[src/rtl/iterative_alu.sv]
// iterative_alu: handshaked EX-stage ALU.
// ADD/SUB/AND/XOR/SLL/SRA (and reserved codes) finish one cycle after accept.
// MUL is a WIDTH-step shift-add unit, so there is no wide combinational multiplier.
// Optional macro ALU_DIV_EN adds signed restoring DIV/REM (WIDTH steps).
// Without the macro, codes 7/8 behave as reserved.
module iterative_alu #(
  parameter int WIDTH = 32,
  parameter int SHW   = $clog2(WIDTH)
) (
  input  logic             clk_i,
  input  logic             rst_i,
  input  logic             flush_i,
  input  logic             valid_i,
  output logic             ready_o,
  input  logic [3:0]       ALUCtrl_i,
  input  logic [WIDTH-1:0] data1_i,
  input  logic [WIDTH-1:0] data2_i,
  output logic             valid_o,
  input  logic             ready_i,
  output logic [WIDTH-1:0] data_o,
  output logic             Zero_o,
  output logic             busy_o
);

  typedef enum logic [1:0] {S_IDLE, S_BUSY, S_DONE} state_e;
  typedef enum logic [3:0] {
    OP_ADD = 4'd0, OP_SUB = 4'd1, OP_MUL = 4'd2, OP_AND = 4'd3, OP_XOR = 4'd4,
    OP_SLL = 4'd5, OP_SRA = 4'd6, OP_DIV = 4'd7, OP_REM = 4'd8
  } alu_op_e;

  state_e           state_q, state_d;
  logic [WIDTH-1:0] data_q, data_d;
  logic [WIDTH-1:0] acc_q, acc_d;   // MUL partial product / DIV partial remainder
  logic [WIDTH-1:0] opa_q, opa_d;   // MUL multiplicand / DIV divisor magnitude
  logic [WIDTH-1:0] opb_q, opb_d;   // MUL multiplier / DIV dividend-in, quotient-out
  logic [SHW-1:0]   cnt_q, cnt_d;
  logic [WIDTH-1:0] simple_res;
  logic [WIDTH-1:0] mul_acc;
  logic             accept;
  logic             last_step;

  assign ready_o   = (state_q == S_IDLE) || ((state_q == S_DONE) && ready_i);
  assign accept    = valid_i && ready_o && !flush_i;
  assign valid_o   = (state_q == S_DONE);
  assign busy_o    = (state_q == S_BUSY);
  assign data_o    = data_q;
  assign Zero_o    = (data_q == '0);
  assign last_step = (cnt_q == SHW'(WIDTH - 1));
  assign mul_acc   = acc_q + (opb_q[0] ? opa_q : '0);

`ifdef ALU_DIV_EN
  logic             is_div_q, is_div_d;
  logic             is_rem_q, is_rem_d;
  logic             negq_q, negq_d;
  logic             negr_q, negr_d;
  logic [WIDTH:0]   div_sh, div_trial;
  logic             div_ok;
  logic [WIDTH-1:0] div_rem, div_quo;

  function automatic logic [WIDTH-1:0] mag(input logic [WIDTH-1:0] x);
    return x[WIDTH-1] ? -x : x;
  endfunction

  // One restoring step: shift next dividend bit in, subtract divisor if it fits.
  assign div_sh    = {acc_q, opb_q[WIDTH-1]};
  assign div_trial = div_sh - {1'b0, opa_q};
  assign div_ok    = !div_trial[WIDTH];
  assign div_rem   = div_ok ? div_trial[WIDTH-1:0] : div_sh[WIDTH-1:0];
  assign div_quo   = {opb_q[WIDTH-2:0], div_ok};
`endif

  // Result of the single-cycle ops, straight from the request operands.
  always_comb begin
    // NOTE: every combinational output gets a default first so no latch is inferred.
    simple_res = '0;
    case (ALUCtrl_i)
      OP_ADD:  simple_res = data1_i + data2_i;
      OP_SUB:  simple_res = data1_i - data2_i;
      OP_AND:  simple_res = data1_i & data2_i;
      OP_XOR:  simple_res = data1_i ^ data2_i;
      OP_SLL:  simple_res = data1_i << data2_i[SHW-1:0];
      OP_SRA:  simple_res = WIDTH'($signed(data1_i) >>> data2_i[SHW-1:0]);
      default: simple_res = '0;
    endcase
  end

  // Next-state: flush, iteration step, accept of a new request, or drain.
  always_comb begin
    state_d = state_q;
    data_d  = data_q;
    acc_d   = acc_q;
    opa_d   = opa_q;
    opb_d   = opb_q;
    cnt_d   = cnt_q;
`ifdef ALU_DIV_EN
    is_div_d = is_div_q;
    is_rem_d = is_rem_q;
    negq_d   = negq_q;
    negr_d   = negr_q;
`endif
    if (flush_i) begin
      state_d = S_IDLE;
      cnt_d   = '0;
    end else if (state_q == S_BUSY) begin
      cnt_d = cnt_q + SHW'(1);
`ifdef ALU_DIV_EN
      if (is_div_q) begin
        acc_d = div_rem;
        opb_d = div_quo;
        if (last_step) begin
          state_d = S_DONE;
          data_d  = is_rem_q ? (negr_q ? -div_rem : div_rem)
                             : (negq_q ? -div_quo : div_quo);
        end
      end else
`endif
      begin
        acc_d = mul_acc;
        opa_d = opa_q << 1;
        opb_d = opb_q >> 1;
        if (last_step) begin
          state_d = S_DONE;
          data_d  = mul_acc;
        end
      end
    end else if (accept) begin
      cnt_d = '0;
      acc_d = '0;
      case (ALUCtrl_i)
        OP_MUL: begin
          state_d = S_BUSY;
          opa_d   = data1_i;
          opb_d   = data2_i;
`ifdef ALU_DIV_EN
          is_div_d = 1'b0;
`endif
        end
`ifdef ALU_DIV_EN
        OP_DIV, OP_REM: begin
          is_rem_d = (ALUCtrl_i == OP_REM);
          if (data2_i == '0) begin
            // Divide by zero resolves immediately without iterating.
            state_d = S_DONE;
            data_d  = (ALUCtrl_i == OP_REM) ? data1_i : '1;
          end else begin
            state_d  = S_BUSY;
            is_div_d = 1'b1;
            opa_d    = mag(data2_i);
            opb_d    = mag(data1_i);
            negq_d   = data1_i[WIDTH-1] ^ data2_i[WIDTH-1];
            negr_d   = data1_i[WIDTH-1];
          end
        end
`endif
        default: begin
          state_d = S_DONE;
          data_d  = simple_res;
        end
      endcase
    end else if ((state_q == S_DONE) && ready_i) begin
      state_d = S_IDLE;
    end
  end

  // State and datapath registers with synchronous active-low reset.
  always_ff @(posedge clk_i) begin
    // NOTE: sequential state uses non-blocking assignments only.
    if (!rst_i) begin
      state_q <= S_IDLE;
      data_q  <= '0;
      acc_q   <= '0;
      opa_q   <= '0;
      opb_q   <= '0;
      cnt_q   <= '0;
`ifdef ALU_DIV_EN
      is_div_q <= 1'b0;
      is_rem_q <= 1'b0;
      negq_q   <= 1'b0;
      negr_q   <= 1'b0;
`endif
    end else begin
      state_q <= state_d;
      data_q  <= data_d;
      acc_q   <= acc_d;
      opa_q   <= opa_d;
      opb_q   <= opb_d;
      cnt_q   <= cnt_d;
`ifdef ALU_DIV_EN
      is_div_q <= is_div_d;
      is_rem_q <= is_rem_d;
      negq_q   <= negq_d;
      negr_q   <= negr_d;
`endif
    end
  end

endmodule

[config.mk]
export PLATFORM = sky130hd
export DESIGN_NAME = iterative_alu
export DESIGN_NICKNAME = d
export VERILOG_FILES = /design/src/rtl/iterative_alu.sv
export SDC_FILE = /design/constraint.sdc
export NUM_CORES = 1
export LEC_CHECK = 0
export ABC_CLOCK_PERIOD_IN_PS = 10150
export BUFFER_PORTS_ARGS = -buffer_cell sky130_fd_sc_hd__buf_2
export CORE_AREA = 3 3 190 192
export DETAILED_ROUTE_END_ITERATION = 8
export DIE_AREA = 0 0 193 195
export GPL_TIMING_DRIVEN = 0
export PLACE_DENSITY_LB_ADDON = 0.2
export SLEW_MARGIN = 25
export SYNTH_ARGS = -nofsm -noshare
export SYNTH_HDL_FRONTEND = slang
export SYNTH_SLANG_ARGS = --single-unit
[constraint.sdc]
create_clock -name clk_i -period 10.15 [get_ports clk_i]
set_input_delay 0.5075 -clock clk_i [delete_from_list [all_inputs] [get_ports clk_i]]
set_output_delay 0.5075 -clock clk_i [all_outputs]
set_load 0.01 [all_outputs]
[Word-level counts from Yosys, hierarchy flattened]
Cells that the tools add are included.
Word-level totals
  word-level logic and storage cells: 64
  flip-flop bits (word level): 135
  input bits: 73
  output and inout port bits: 36
Cells by class
  add/subtract/negate cells: 4
  equal/unequal tests: 11
  multiplexer cells: 21
  bitwise gates (word level): 4
  shift operators: 2
  reduce and logical (&&, ||, !) cells: 16
Operators by type and width (count)
  $mux W32: 13
  $pmux W32 S6: 1
  $add A32 B32 Y32: 2
  $and A32 B32 Y32: 1
  $logic_not A32 Y1: 1
  $shl A32 B5 Y32: 1
  $sshr A32 B5 Y32: 1
  $sub A32 B32 Y32: 1
  $xor A32 B32 Y32: 1
  $eq A4 B3 Y1 const B: 3
  $mux W2: 5
  $mux W5: 2
  $eq A4 B2 Y1 const B: 2
  $add A5 B1 Y5 const B: 1
  $eq A5 B5 Y1 const B: 1
  $eq A4 B1 Y1 const B: 1
  $logic_not A4 Y1: 1
  $reduce_and A2 Y1: 2
  $reduce_and A4 Y1: 1
  $reduce_bool A2 Y1: 2
  $logic_and A1 B1 Y1: 3
  $reduce_and A3 Y1: 1
  $reduce_bool A3 Y1: 1
  $eq A2 B1 Y1 const B: 1
  8 further kinds: 9

[Logic depth before layout (Yosys ltp)]
  word-level depth: 7
  mapped depth: 20
  gate-level depth less buffers: 16

[Worst setup path before layout]
OpenSTA, ideal clock, no wires.
  kind: in2reg
  from: input data2_i[0]
  to: register data_q[29] (netlist: data_o[29])
  path slack: 6.123 ns
  data arrival time: 3.966 ns
  setup time: 0.060 ns
  buffers on the path: 3
  cell stages on the path: 18
  required time: 10.090 ns
  cell sequence: buf_6 > clkinv_1 > buf_2 > buf_6 > ha_1 > nand3_1 > o41ai_1 > xor2_1 > ha_1 > and4_1 > nand3_1 > a311o_1 > a31oi_2 > a41oi_1 > o21a_1 > o211a_1 > a21oi_1 > o221a_1
On the way
  cells in the longest elaborated chain, start to end: 5
  elaborated cells on any way between the ends: 8
  classes of those cells: add/sub (2); shift (2); mux (4)
Ends and longest elaborated chain
  from (decl): line 17  | input logic [WIDTH-1:0] data2_i,
  $sub A32 B32 Y32 (tied with other cells): line 78  | OP_SUB: simple_res = data1_i - data2_i;
  $pmux W32 S6 *: line 76  | case (ALUCtrl_i)
  $mux W32 *: line 129  | case (ALUCtrl_i)
  $mux W32 *: line 126  | end else if (accept) begin
  $mux W32 *: line 104  | end else if (state_q == S_BUSY) begin
  to (signal assigned): line 183  | data_q <= data_d;
  to (decl): line 32  | logic [WIDTH-1:0] data_q, data_d;
Mark *: on every way between the ends. The rest lies on a longest branch, timed or not. The select of a mux whose other input is x is not followed.
A chain may end at the register's enable or synchronous reset.

[Final worst setup path]
  from: input data2_i[4]
  to: register data_q[29] (netlist: data_o[29])
The elaborated chain is that of the path after synthesis.

==> results.sh <==
export IMPL_post_layout_minimum_cycle_time_ns=5.428
export IMPL_timing_critical_path_slowest_stage_cell="buf_1"
export IMPL_fin_setup_tns_ns=0
export IMPL_insertion_delay_ns=0.47
export IMPL_core_rowCount=68
export IMPL_dr_pass1_iters=6
export IMPL_max_cap_violations=0
export IMPL_fp_dieArea_mm2=0.03764
export IMPL_maximum_number_of_pins_on_one_net_before_global_route_repair=17
export IMPL_setup_repair_after_global_routing_missed_its_margin="no"
export IMPL_layout_worst_path_cycle_share_pct=53.48
export IMPL_leakage_nw=7.242
export IMPL_seq_area_frac_synth_pct=18.21
export IMPL_synthCells=1939
export IMPL_synth_most_common_cell="nand2_1"
export IMPL_drv_slew=0
export IMPL_synth_nets=2112
export IMPL_timing_critical_path_max_delay_family="buffers and inverters"
export IMPL_netlist_area_leader_share_pct=18.21
export IMPL_stdcell_area_mm2=0.01654
export IMPL_area_of_the_mapped_netlist_mm2=0.01484
export IMPL_grt_pass1_vias=15960
export IMPL_timing_final_setup_violations=0
export IMPL_holdWs_ns=0.4213
export IMPL_dr_total_vias=17180
export IMPL_arrival_ns=5.83
export IMPL_mean_instance_size_in_the_synthesized_netlist_um2=7.652
export IMPL_drt_vias_per_instance=6.784
export IMPL_cts_buffers_inserted=17
export IMPL_fraction_of_final_layout_cells_with_drive_strength_greater_than_1_pct=13.10
export IMPL_synth_area_leader_cell="dfxtp_1"
export IMPL_placed_area_mm2=0.01594
export IMPL_postSynth_asyncResetShare_pct=0
export IMPL_dp_final_hpwl_um=59010
export IMPL_critical_path_n_buffers_inverters=5
export IMPL_timing_critical_path_slowest_cell_delay_ns=0.69
export IMPL_min_path_cells=3
export IMPL_startpoint_type="input pin"
export IMPL_timing_max_slew_rel_slack_pct=25.93
export IMPL_finish_cell_count_without_fillers=2533
export IMPL_critical_path_reg2reg_startpoint="opb_q[0]"
export IMPL_grt_pass1_wl_um=108600
export IMPL_drt_antenna_violating_nets=0
export IMPL_post_synth_most_frequent_cells="nand2_1, nor2_1, o21ai_0"
export IMPL_critical_path_class="input pin to register"
export IMPL_post_cts_resize_count=0
export IMPL_total_power_mw=1.780
export IMPL_cp_data_required_time_ns=10.55
export IMPL_final_net_count=2236
export IMPL_filler_cell_count=3534
export IMPL_coreArea_mm2=0.03454
export IMPL_critical_path_endpoint_type="register"
export IMPL_h_tree_depth=4
export IMPL_num_io_pins=109
export IMPL_timing_critical_path_cells="buf_2 > buf_2 > clkbuf_1 > buf_1 > clkbuf_1 > xnor2_1 > ha_1 > o211ai_1 > a21o_1 > a311o_1 > a31oi_2 > a41oi_1 > o21a_1 > o211a_1 > a21oi_1 > o221a_1"
export IMPL_hold_start="data2_i[31]"
export IMPL_cts_root_buf="clkbuf_16"
export IMPL_synth_ff_type="dfxtp_1"
export IMPL_worst_r2r_cell_count=12
export IMPL_synth_cell_types=88
export IMPL_hold_buffers=0
export IMPL_layout_area_overhead_vs_synth_pct=11.44
export IMPL_clock_sink_count=135
export IMPL_cts_path_max_buffers=2
export IMPL_detail_route_wirelength_um=75390
export IMPL_gp_routability_congestion=1.077
export IMPL_maximum_operating_frequency_mhz=184.2
export IMPL_final_hold_viol_count=0
export IMPL_drt_drc_violations_left=0
export IMPL_wire_per_inst_um=29.76
export IMPL_io_buffer_count=105
export IMPL_die_h_um=195
export IMPL_yosysWarnings=0
export IMPL_synth_enable_flop_cells=0
export IMPL_worst_path_max_fanout=10
export IMPL_irDropWorstVdd_mv=0.1278
export IMPL_number_of_antenna_violations_at_the_first_check_in_global_routing=0
export IMPL_timing_hold_worst_class="input pin to register"
export IMPL_outcome="complete, no violations"
export IMPL_timing_worst_slew_pin_value_ns=1.107
export IMPL_fin_worst_skew_ns=0.01186
export IMPL_drt_iter0_drc=2066
export IMPL_power_per_cell_area_mw_per_mm2=107.6
export IMPL_setup_reg_to_reg_worst_slack_ns=6.11
export IMPL_min_delay_worst_endpoint="opb_q[31]"
export IMPL_grt_util_all_layers_pct=39.39
export IMPL_post_place_cells=2499
export IMPL_tritoncts="yes"
export IMPL_die_width_um=193
export IMPL_synthTopCellsByArea="dfxtp_1, ha_1, mux4_2"
export IMPL_post_cts_repair_setup_buffers=0
export IMPL_ys_ff_latch=135
export IMPL_grt_overflow_total=0
export IMPL_initial_utilization_pct=42.95
export IMPL_worst_path_clk_slew_ns=0.07
export IMPL_r2r_end="data_o[25]"
==> where the power goes <==
part / internal, mW / switching [mW] / total (mW) / leakage [nW]
logic: 0.196 / 0.389 / 0.585 / 5.88
clock network: 0.356 / 0.286 / 0.642 / 0.273
registers: 0.541 / 0.0118 / 0.553 / 1.09
total: 1.09 / 0.686 / 1.78 / 7.24
==> cell usage in the layout (no fill, tap or decap), types with 13 or more instances in the layout <==
cell type,instances
dfxtp_1,135
a21o_1,17
xnor2_1,44
nor3_1,29
xor2_1,30
mux4_2,50
nor4_1,13
inv_1,26
o31ai_1,14
ha_1,98
nand3_1,78
a21oi_1,132
o211ai_1,37
nand2_1,275
mux2_2,21
and2_1,58
nor2b_1,22
a22oi_1,24
a211oi_1,30
a31oi_1,32
o211a_1,66
nand2b_1,24
nand4_1,19
buf_2,137
o21ai_0,146
clkbuf_1,89
mux2i_1,57
nor2_1,147
clkbuf_16,17
==> sequential cells by signal, summed over array words and instances (netlist names) <==
| signal | count |
|---|---|
| opb_q | 32 |
| acc_q | 32 |
| opa_q | 32 |
| cnt_q | 5 |
| data_o | 32 |
| state_q | 2 |
==> layout make-up <==
| type | count | area, um^2 | share of cell area [%] |
|---|---|---|---|
| diodes | 2 | 5.005 | 0.03027 |
| plain buffers | 146 | 653.1 | 3.950 |
| clock buffers | 19 | 452.9 | 2.739 |
| clock inverters | 13 | 133.9 | 0.8096 |
| inverters | 28 | 105.1 | 0.6356 |
| multi-input cells | 1630 | 11390 | 68.87 |
| flip-flops and latches | 135 | 2703 | 16.34 |
| well taps | 455 | 569.3 | 3.443 |
| repair buffers | 105 | 525.5 | 3.178 |
==> cell families after synthesis <==
| logic type | share of synthesized area [%] |
|---|---|
| compound gates | 27.80 |
| xor+xnor | 4.478 |
| fa+ha+maj | 8.534 |
| buf+inv | 5.110 |
| flops | 18.21 |
| mux | 13.03 |
| simple gates | 22.84 |
==> layer usage <==
metal | routed length [um] | vias up | global-route usage [%]
li1 | - | 7516 | -
met2 | 33030 | 1087 | 61.29
met3 | 7485 | 243 | 8.636
met5 | 54 | - | 1.061
met1 | 30520 | 8336 | 52.10
met4 | 4302 | 2 | 17.76
==> stage by stage <==
| stage | utilization [%] | setup WS (ns) |
|---|---|---|
| floorplan | - | 6.123 |
| global placement | 46.12 | 4.504 |
| detailed placement | 46.16 | 4.600 |
| CTS | 47.86 | 4.978 |
| global route | 47.86 | 4.678 |
| finish | 47.87 | 4.722 |
==> worst max-delay path by stage <==
| stage | cells past startpoint | from | end | slack, ns |
|---|---|---|---|---|
| global placement | 16 | data2_i[4] | data_o[29] | 4.50 |
| global route | 20 | data2_i[0] | data_o[31] | 4.68 |
| CTS | 16 | data2_i[4] | data_o[29] | 4.98 |
| floorplan | 18 | data2_i[0] | data_o[29] | 6.12 |
| finish | 16 | data2_i[4] | data_o[29] | 4.72 |
| detailed placement | 16 | data2_i[4] | data_o[29] | 4.60 |
==> worst reg2reg max path, stage by stage (launching register included) <==
cell,delay [ns]
dfxtp_1,0.55
clkbuf_1,0.30
and2_1,0.22
ha_1,0.25
a211oi_1,0.34
o21bai_1,0.18
a2111oi_2,0.58
nor3_1,0.14
o2111ai_1,0.44
a31oi_1,0.26
o21ai_0,0.21
nand3b_1,0.20
a41oi_1,0.30
(Power assumes the default switching activity.)
